==> src/rtl/uart_pkg.sv <==
// Shared types and constants for the memory-mapped UART transmitter.
// Latency: n/a (declarations only).
// Backpressure: n/a.
//
// Contents: transmit FSM state enum, register word offsets (a[7:2]),
// STATUS bit positions, and the parity-build flag.
// Build option: define UART_TX_PARITY_EN to add an even-parity bit to every frame.
package uart_pkg;

    typedef enum logic [2:0] {
        ST_IDLE   = 3'd0,
        ST_START  = 3'd1,
        ST_DATA   = 3'd2,
        ST_PARITY = 3'd3,
        ST_STOP   = 3'd4
    } uart_state_t;

    // Word offsets within the 256-byte window (byte offsets 0x00, 0x04, 0x08).
    localparam logic [5:0] OFF_TXDATA  = 6'h00;
    localparam logic [5:0] OFF_STATUS  = 6'h01;
    localparam logic [5:0] OFF_BAUDDIV = 6'h02;

    // STATUS bit positions.
    localparam int unsigned STS_BUSY    = 0;
    localparam int unsigned STS_FULL    = 1;
    localparam int unsigned STS_EMPTY   = 2;
    localparam int unsigned STS_OVR     = 3;
    localparam int unsigned STS_CNT_LSB = 4;   // 5-bit fifo count in [8:4]
    localparam int unsigned STS_PAR     = 9;

`ifdef UART_TX_PARITY_EN
    localparam logic PARITY_EN = 1'b1;
`else
    localparam logic PARITY_EN = 1'b0;
`endif

endpackage

==> src/rtl/sync_fifo.sv <==
// Generic synchronous FIFO with combinational read of the head entry.
// Latency: a push is visible at dout/empty the cycle after the push edge.
// Backpressure: push is dropped when full unless a pop happens in the same cycle.
//
// Ports: clk, reset (sync, active-high); push/din write side; pop/dout read
// side (dout shows the head entry); full, empty, count status.
module sync_fifo #(
    parameter int WIDTH = 8,
    parameter int DEPTH = 4
) (
    input  logic                     clk,
    input  logic                     reset,
    input  logic                     push,
    input  logic                     pop,
    input  logic [WIDTH-1:0]         din,
    output logic [WIDTH-1:0]         dout,
    output logic                     full,
    output logic                     empty,
    output logic [$clog2(DEPTH):0]   count
);
    localparam int AW = $clog2(DEPTH);

    logic [WIDTH-1:0] mem [DEPTH];
    logic [AW-1:0]    wr_ptr;
    logic [AW-1:0]    rd_ptr;
    logic             push_ok;
    logic             pop_ok;

    assign full    = (count == (AW+1)'(DEPTH));
    assign empty   = (count == '0);
    // A simultaneous pop frees the slot, so a push while full is still taken.
    // When full, wr_ptr == rd_ptr: the head is read out this cycle and the
    // slot is overwritten at the same edge.
    assign push_ok = push && (!full || pop);
    assign pop_ok  = pop && !empty;
    assign dout    = mem[rd_ptr];

    always_ff @(posedge clk) begin
        if (reset) begin
            wr_ptr <= '0;
            rd_ptr <= '0;
            count  <= '0;
        end else begin
            if (push_ok) wr_ptr <= wr_ptr + AW'(1);
            if (pop_ok)  rd_ptr <= rd_ptr + AW'(1);
            case ({push_ok, pop_ok})
                2'b10:   count <= count + (AW+1)'(1);
                2'b01:   count <= count - (AW+1)'(1);
                default: count <= count;
            endcase
        end
    end

    always_ff @(posedge clk) begin
        if (push_ok) mem[wr_ptr] <= din;
    end

endmodule

==> src/rtl/mmio_uart_tx.sv <==
// Memory-mapped 8N1 UART transmitter on the MIPS data bus with a small TX FIFO.
// Latency: reads combinational; push at edge N pops at N+1, start bit from N+1.
// Backpressure: none on the bus; a push into a full FIFO is dropped and flags overrun.
//
// Ports: clk, reset (sync, active-high); we/a/wd CPU write strike, address,
// data; rd combinational read data (0 when not selected); sel window hit;
// txd serial output (idle high, registered).
// Build option: UART_TX_PARITY_EN adds an even-parity bit after the data bits.
module mmio_uart_tx
    import uart_pkg::*;
#(
    parameter logic [31:0] BASE      = 32'hFFFF_FF00,
    parameter int          DEPTH     = 4,
    parameter logic [15:0] DIV_RESET = 16'd434
) (
    input  logic        clk,
    input  logic        reset,
    input  logic        we,
    input  logic [31:0] a,
    input  logic [31:0] wd,
    output logic [31:0] rd,
    output logic        sel,
    output logic        txd
);
    localparam int CW = $clog2(DEPTH) + 1;

    logic [5:0]    off;
    logic          wr_txdata;
    logic          wr_status;
    logic          wr_baud;
    logic          fifo_pop;
    logic          fifo_full;
    logic          fifo_empty;
    logic [7:0]    fifo_dout;
    logic [CW-1:0] fifo_count;
    logic [15:0]   div;
    logic          overrun;

    uart_state_t   state, state_nxt;
    logic [15:0]   bit_cnt, bit_cnt_nxt;
    logic [2:0]    bit_idx, bit_idx_nxt;
    logic [7:0]    shifter, shifter_nxt;
    logic          txd_nxt;
`ifdef UART_TX_PARITY_EN
    logic          par, par_nxt;
`endif

    // Address bits that never take part in decode.
    logic unused_bits;
    assign unused_bits = ^{a[1:0], wd[31:16]};

    assign sel       = (a[31:8] == BASE[31:8]);
    assign off       = a[7:2];
    assign wr_txdata = we && sel && (off == OFF_TXDATA);
    assign wr_status = we && sel && (off == OFF_STATUS);
    assign wr_baud   = we && sel && (off == OFF_BAUDDIV);

    sync_fifo #(
        .WIDTH (8),
        .DEPTH (DEPTH)
    ) u_fifo (
        .clk   (clk),
        .reset (reset),
        .push  (wr_txdata),
        .pop   (fifo_pop),
        .din   (wd[7:0]),
        .dout  (fifo_dout),
        .full  (fifo_full),
        .empty (fifo_empty),
        .count (fifo_count)
    );

    // Divisor and sticky overrun.
    always_ff @(posedge clk) begin
        if (reset) begin
            div     <= DIV_RESET;
            overrun <= 1'b0;
        end else begin
            // A zero divisor would never end a bit, so it is clamped to 1.
            if (wr_baud) div <= (wd[15:0] == 16'd0) ? 16'd1 : wd[15:0];
            if (wr_txdata && fifo_full && !fifo_pop)
                overrun <= 1'b1;
            else if (wr_status && wd[STS_OVR])
                overrun <= 1'b0;
        end
    end

    // Transmit FSM: next state, datapath next values and the pop strobe.
    // bit_cnt is reloaded from div at every bit boundary, so a divisor
    // change lands on the next bit rather than stretching the current one.
    always_comb begin
        state_nxt   = state;
        bit_cnt_nxt = (bit_cnt != 16'd0) ? bit_cnt - 16'd1 : 16'd0;
        bit_idx_nxt = bit_idx;
        shifter_nxt = shifter;
        fifo_pop    = 1'b0;
`ifdef UART_TX_PARITY_EN
        par_nxt     = par;
`endif
        case (state)
            ST_IDLE: begin
                if (!fifo_empty) begin
                    fifo_pop    = 1'b1;
                    shifter_nxt = fifo_dout;
                    bit_cnt_nxt = div - 16'd1;
                    state_nxt   = ST_START;
`ifdef UART_TX_PARITY_EN
                    par_nxt     = ^fifo_dout;
`endif
                end
            end
            ST_START: begin
                if (bit_cnt == 16'd0) begin
                    bit_cnt_nxt = div - 16'd1;
                    bit_idx_nxt = 3'd0;
                    state_nxt   = ST_DATA;
                end
            end
            ST_DATA: begin
                if (bit_cnt == 16'd0) begin
                    bit_cnt_nxt = div - 16'd1;
                    if (bit_idx == 3'd7) begin
`ifdef UART_TX_PARITY_EN
                        state_nxt = ST_PARITY;
`else
                        state_nxt = ST_STOP;
`endif
                    end else begin
                        shifter_nxt = {1'b0, shifter[7:1]};
                        bit_idx_nxt = bit_idx + 3'd1;
                    end
                end
            end
`ifdef UART_TX_PARITY_EN
            ST_PARITY: begin
                if (bit_cnt == 16'd0) begin
                    bit_cnt_nxt = div - 16'd1;
                    state_nxt   = ST_STOP;
                end
            end
`endif
            ST_STOP: begin
                if (bit_cnt == 16'd0) state_nxt = ST_IDLE;
            end
            default: state_nxt = ST_IDLE;
        endcase

        // txd is registered; decode it from the state being entered so the
        // line changes on the same edge as the state.
        case (state_nxt)
            ST_START: txd_nxt = 1'b0;
            ST_DATA:  txd_nxt = shifter_nxt[0];
`ifdef UART_TX_PARITY_EN
            ST_PARITY: txd_nxt = par_nxt;
`endif
            default:  txd_nxt = 1'b1;
        endcase
    end

    always_ff @(posedge clk) begin
        if (reset) begin
            state   <= ST_IDLE;
            bit_cnt <= 16'd0;
            bit_idx <= 3'd0;
            shifter <= 8'd0;
            txd     <= 1'b1;
`ifdef UART_TX_PARITY_EN
            par     <= 1'b0;
`endif
        end else begin
            state   <= state_nxt;
            bit_cnt <= bit_cnt_nxt;
            bit_idx <= bit_idx_nxt;
            shifter <= shifter_nxt;
            txd     <= txd_nxt;
`ifdef UART_TX_PARITY_EN
            par     <= par_nxt;
`endif
        end
    end

    // Combinational read port, muxed against RAM at the top level.
    always_comb begin
        rd = 32'd0;
        if (sel) begin
            case (off)
                OFF_STATUS: begin
                    rd[STS_BUSY]           = (state != ST_IDLE);
                    rd[STS_FULL]           = fifo_full;
                    rd[STS_EMPTY]          = fifo_empty;
                    rd[STS_OVR]            = overrun;
                    rd[STS_CNT_LSB +: 5]   = 5'(fifo_count);
                    rd[STS_PAR]            = PARITY_EN;
                end
                OFF_BAUDDIV: rd[15:0] = div;
                default: rd = 32'd0;
            endcase
        end
    end

endmodule

==> config.mk <==
export PLATFORM = sky130hd
export DESIGN_NAME = mmio_uart_tx
export DESIGN_NICKNAME = d
export VERILOG_FILES = /design/src/rtl/uart_pkg.sv /design/src/rtl/sync_fifo.sv /design/src/rtl/mmio_uart_tx.sv
export SDC_FILE = /design/constraint.sdc
export NUM_CORES = 1
export LEC_CHECK = 0
export ABC_AREA = 0
export CAP_MARGIN = 20
export CORE_AREA = 2 2 95 97
export DETAILED_ROUTE_END_ITERATION = 10
export DIE_AREA = 0 0 97 99
export PLACE_DENSITY = 0.84
export RECOVER_POWER = 50
export SLEW_MARGIN = 0
export SYNTH_ARGS = -nofsm -noshare
export SYNTH_HDL_FRONTEND = slang
export SYNTH_HIERARCHICAL = 1
export SYNTH_SLANG_ARGS = --single-unit
==> constraint.sdc <==
create_clock -name clk -period 4.7 [get_ports clk]
set_input_delay 0.47 -clock clk [delete_from_list [all_inputs] [get_ports clk]]
set_output_delay 0.47 -clock clk [all_outputs]
set_load 0.05 [all_outputs]
# Yosys cells after proc, flatten, opt, wreduce, memory -nomap -nowiden

Memory sizes are Yosys's and may differ from the RTL's. A register that Yosys moved wholly into a read port is not among the register bits.
Cells that the tools add are included.

$add $sub $neg: 7
Equality and inequality tests: 16
Multiplexer cells: 32
Reduce and logical (&&, ||, !) cells: 27

Operator list:

| cell                  | count |
|---|---|
| $mux 16               | 5 |
| $logic_not 16->1      | 2 |
| $pmux 16 s2           | 1 |
| $sub 16x1->16 const B | 2 |
| $eq 24x24->1 const B  | 1 |
| $mux 3                | 8 |
| $mux 8                | 3 |
| $pmux 10 s2           | 1 |
| $pmux 8 s2            | 1 |
| $reduce_bool 16->1    | 1 |
| $pmux 3 s2            | 2 |
| $pmux 3 s4            | 1 |
| $eq 3x3->1 const B    | 3 |
| $logic_and 1x1->1     | 9 |
| $ne 2x2->1 const B    | 4 |
| $reduce_and 4->1      | 2 |
| $reduce_bool 2->1     | 4 |
| $add 3x1->3 const B   | 2 |
| $eq 3x1->1 const B    | 2 |
| $eq 3x2->1 const B    | 2 |
| $eq 6x1->1 const B    | 1 |
| $eq 6x2->1 const B    | 1 |
| $logic_not 3->1       | 2 |
| $logic_not 6->1       | 1 |
| 12 further kinds      | 21 |

Flip-flop bits (word level): 55
Memory bits (writable): 32
Input bits: 67
Memories kept: 1

Memories:

| name       | depth | width | read ports | clocked after memory_dff | wr ports | RTL line        | RTL |
|---|---|---|---|---|---|---|---|
| u_fifo.mem | 4     | 8     | 1          | 1                        | 1        | sync_fifo.sv:23 | `logic [WIDTH-1:0] mem [DEPTH];` |

# Depth between registers and ports, before layout

Depth in word-level cells: 7
Gate-level depth with buffers: 13

# By module

The synthesis kept the hierarchy.

Modules (own cells, without submodules):

| module       | instances | cells an instance | area each (sq um) | sequential area each (sq um) |
|---|---|---|---|---|
| mmio_uart_tx | 1         | 342               | 2919.0            | 960.9 |
| sync_fifo    | 1         | 96                | 1645.3            | 1141.1 |

# Worst setup path before layout

Ideal clock, no wire load.

Kind: input to register
Start point: in a[28]
End point: reg u_fifo.count[2]
Data arrival time: 3.002 ns
Data required time: 4.630 ns
Setup slack: 1.628 ns
Cell stages on the path: 13
Buffers on the path: 0
Cell sequence: nand4_1 -> nor4_2 -> nand2_1 -> nor2_1 -> and2_1 -> a21boi_2 -> inv_1 -> ha_1 -> inv_1 -> fa_1 -> xor2_1 -> or3_2 -> a21oi_1

Word-level cells in the longest chain between the ends: 6

Ends and longest elaborated chain:

| item                                                   | RTL line           | RTL |
|---|---|---|
| start, declared                                        | mmio_uart_tx.sv:19 | `input logic [31:0] a,` |
| $eq 24x24->1 *                                         | mmio_uart_tx.sv:52 | `assign sel = (a[31:8] == BASE[31:8]);` |
| $logic_and 1x1->1 * (2 in a row)                       | mmio_uart_tx.sv:54 | `assign wr_txdata = we && sel && (off == OFF_TXDATA);` |
| via wr_txdata                                          | mmio_uart_tx.sv:28 | `logic wr_txdata;` |
| $logic_and 1x1->1 *                                    | sync_fifo.sv:34    | `assign push_ok = push && (!full \|\| pop);` |
| $eq 2x1->1 / $eq 2x2->1 (equally long branches)        | sync_fifo.sv:46    | `case ({push_ok, pop_ok})` |
| $pmux 3 s2 / $reduce_bool 2->1 (equally long branches) | -                  |  |
| end signal, assigned                                   | sync_fifo.sv:47    | `2'b10: count <= count + (AW+1)'(1);` |
| end signal, assigned                                   | sync_fifo.sv:48    | `2'b01: count <= count - (AW+1)'(1);` |
| end signal, assigned                                   | sync_fifo.sv:49    | `default: count <= count;` |
| end, declared                                          | sync_fifo.sv:19    | `output logic [$clog2(DEPTH):0] count` |

Mark *: on every way through the listed nets, which the timed path passes. The rest lies on a longest branch.
A chain may end at the register's enable or synchronous reset.

# Worst setup path after layout

Start point: in a[5]
End point: out rd[15]

Word-level cells in the longest chain between the ends: 3

Ends and longest elaborated chain:

| item          | RTL line            | RTL |
|---|---|---|
| $eq 6x2->1    | mmio_uart_tx.sv:186 | `case (off)` |
| $mux 6        | mmio_uart_tx.sv:186 |  |
| $mux 16       | mmio_uart_tx.sv:185 | `if (sel) begin` |
| end, declared | mmio_uart_tx.sv:21  | `output logic [31:0] rd,` |

Every way passes these cells.

==> impl_metrics.env <==
export IMPL_start_util_pct=53.4
export IMPL_cts_buffers=9
export IMPL_antenna_left=0
export IMPL_power_frac_seq_pct=47.5
export IMPL_fillCellCount=635
export IMPL_multi_input_area_um2=2190
export IMPL_clock_skew_ns=0.0133
export IMPL_yosys_warnings=6
export IMPL_slowest_delay_ns=0.81
export IMPL_p_per_area_nw_per_um2=349
export IMPL_crit_required_ns=4.23
export IMPL_fin_crit_ns=3.89
export IMPL_cp_num_buf_inv=2
export IMPL_vias=3452
export IMPL_peakVddDrop_v=0.000146
export IMPL_die_area_um2=9600
export IMPL_die_w_um=97
export IMPL_synth_seq_cells=89
export IMPL_syn_area_um2=4560
export IMPL_grt_pass1_wl_mm=15.9
export IMPL_cp_end_kind="primary output"
export IMPL_final_area_um2=5350
export IMPL_routed_via_density=5.67
export IMPL_report_power_total_mw=1.87
export IMPL_leakage_nw=1.99
export IMPL_firstDrtPassIters=5
export IMPL_hold_viol_final=0
export IMPL_dpl_cell_count=593
export IMPL_synth_cells=438
export IMPL_power_switching_uw=607
export IMPL_num_nets_final=574
export IMPL_async_reset_ff_share_pct=0
export IMPL_final_core_util_pct=62.6
export IMPL_ys_seq_area_share_pct=46.1
export IMPL_worstPathMaxFanout=14
export IMPL_post_drt_wl_per_cell_um=15.9
export IMPL_ff_latch_area_um2=2100
export IMPL_crit_chain="clkdlybuf4s50_1 -> or4_1 -> nor3b_4 -> and3_1 -> and2_1 -> clkdlybuf4s50_1"
export IMPL_grt_overflow=0
export IMPL_stdcell_count=609
export IMPL_synth_top_area_share_pct=25.0
export IMPL_synth_edf_count=32
export IMPL_grt_pass1_vias=3315
export IMPL_placedInstanceArea_um2=5180
export IMPL_synth_area_per_cell_um2=10.4
export IMPL_timing_final_crit_share_pct=82.8
export IMPL_dr_first_iter_drc_count=265
export IMPL_clockBufferDepth=2
export IMPL_synth_distinct_cells=61
export IMPL_p_clk_share_pct=28.3
export IMPL_worstSkewPairLatency_ns=0.37
export IMPL_crit_path_frequent_cell="clkdlybuf4s50_1"
export IMPL_relSlewSlack_pct=31.6
export IMPL_hold_path_class="reg -> reg"
export IMPL_p_comb_share_pct=24.2
export IMPL_core_region_area_um2=8550
export IMPL_ios=101
export IMPL_grt_antenna_before_repair=0
export IMPL_htreeDepth=3
export IMPL_rsz0062_at_grt="false"
export IMPL_synth_area_top_cells="dfxtp_1 25%, edfxtp_1 21%, nor2_1 4.6%"
export IMPL_grt_max_degree=59
export IMPL_status="completed"
export IMPL_fmax_mhz=257
export IMPL_path_clk_slew_ns=0.10
export IMPL_place_ws_ns=0.617
export IMPL_slowest_stage="clkdlybuf4s50_1"
export IMPL_track_usage_pct=20.5
export IMPL_worst_setup_path_start_kind="primary input"
export IMPL_die_y_um=99
export IMPL_dpl_hpwl_mm=6.90
export IMPL_cts_root_buf="clkbuf_8"
export IMPL_post_cts_buffers=0
export IMPL_maxCapViolCount=0
export IMPL_finalWeightedCongestion=0.872
export IMPL_tightest_slew_ns=1.03
export IMPL_drv_slew=0
export IMPL_swShare_pct=32.5
export IMPL_setup_ws_ns=0.810
export IMPL_synth_main_ff_cell="dfxtp_1"
export IMPL_wirelength_mm=9.69
export IMPL_route_detailed_drc=0
export IMPL_cts_sink_count=89
export IMPL_rows=34
export IMPL_areaGrowthSynthToFinish_pct=17.2
export IMPL_n_antenna_cell=0
export IMPL_port_buffers=66
export IMPL_internal_power_mw=1.26
export IMPL_cts_resized=0
export IMPL_yosysTopAreaCell="dfxtp_1"
export IMPL_cpLargestDelayFamily="simple AND/OR/NAND/NOR gates"
export IMPL_cts_tree="yes"
export IMPL_cp_arrival_ns=3.42
export IMPL_criticalPathCategory="in -> out"
export IMPL_fin_hold_ws_ns=0.467
export IMPL_drive_gt1_share_pct=9.18
export IMPL_cts_hold_buf=0
export IMPL_tns_ns=0
export IMPL_finalSetupViolCount=0
state kept, by name (all words and copies together) (netlist names), named ones only:
register	flops
u_fifo/wr_ptr	2
state	3
u_fifo/count	3
bit_cnt	16
div	16
txd	1
shifter	8
u_fifo/mem	32
overrun	1
bit_idx	3
u_fifo/rd_ptr	2
routing by layer:
layer | wire length [µm] | share of wire (%) | GRT usage (%)
met5 | 0 | 0 | 0
met4 | 177 | 1.8 | 8.02
met3 | 472 | 4.9 | 2.91
met2 | 4760 | 49 | 34.1
met1 | 4270 | 44 | 27.3
final cells by class:
| type | instances | share of cell area [%] |
|---|---|---|
| Clock buffer | 9 | 2.32 |
| Multi-Input combinational cell | 315 | 41.0 |
| Clock inverter | 7 | 1.52 |
| Inverter | 14 | 0.982 |
| Timing Repair Buffer | 67 | 12.3 |
| Sequential cell | 89 | 39.3 |
| Tap cell | 108 | 2.53 |
layout by cell type (no fill, tap or decap), drive strengths merged, types with 2 or more instances in the layout:
cell type	netlist	routed
nand2b	9	9
dfxtp	57	57
a22oi	26	26
mux2i	12	12
o21ai	4	4
ha	10	10
and3	7	7
or3	3	3
nor3	12	12
nor4	11	11
nand2	26	26
o31ai	3	3
a21oi	20	20
and4b	2	2
or4	3	3
clkdlybuf4s50	0	56
nand3b	3	3
and2	16	16
conb	1	16
a211o	6	6
xor2	17	17
a21boi	2	2
mux4	8	8
nand4	8	8
nor2	56	56
xnor2	12	12
nor2b	3	3
nand3	2	2
edfxtp	32	32
clkinv	0	3
inv	14	18
nor3b	6	6
clkbuf	11	10
dlygate4sd3	0	9
power groups by stage:
stage | sequential, mW | combinational, mW | clock [mW]
CTS | 0.886 | 0.449 | 0.536
finish | 0.887 | 0.452 | 0.528
global route | 0.892 | 0.502 | 0.570
global placement | 0.900 | 0.425 | 0
detailed placement | 0.903 | 0.441 | 0
floorplan | 0.893 | 0.364 | 0
worst min-delay path: cells and delay by family (launching register included):
| kind | cells | cell delay, ns |
|---|---|---|
| AND/OR/NAND/NOR | 1 | 0.05 |
| AO/OA/AOI/OAI | 1 | 0.05 |
| flip-flops | 1 | 0.33 |
worst paths after layout:
kind / startpoint / to / slack [ns] / depth (start not counted)
worst max register to register: u_fifo/count[0] / u_fifo/count[2] / 1.35 / 11
worst max-delay path: a[5] / rd[15] / 0.81 / 6
worst min register to register: shifter[2] / shifter[2] / 0.47 / 2
worst min-delay path: shifter[2] / shifter[2] / 0.47 / 2
cells by family (layout without fill, tap and decap cells):
family	after synthesis	in the layout	share of synthesized area (%)
other	1	16	0.0822
multiplexers	21	21	6.91
AO/OA/AOI/OAI	68	68	10.6
AND/OR/NAND/NOR	170	170	21.2
flip-flops	89	89	46.1
buffers and inverters	49	97	6.47
adder cells (fa/ha/maj)	11	11	3.18
XOR/XNOR	29	29	5.56
cell usage after synthesis (3+ instances only):
cell type,count
dfxtp_1,57
nor2_1,56
edfxtp_1,32
a22oi_1,26
nand2_1,26
a21oi_1,19
buf_4,17
xor2_1,17
inv_1,14
mux2i_1,12
xnor2_1,12
and2_1,11
nor3_1,11
ha_1,10
nand2b_1,9
clkbuf_1,8
mux4_2,8
and3_1,7
nand4_1,7
nor4_1,7
a211o_1,5
and2_2,5
buf_2,4
o21ai_0,4
clkbuf_8,3
nand3b_1,3
nor2b_1,3
nor3b_1,3
nor4_2,3
o31ai_1,3
Note: power is estimated with default switching activity, not from simulation.
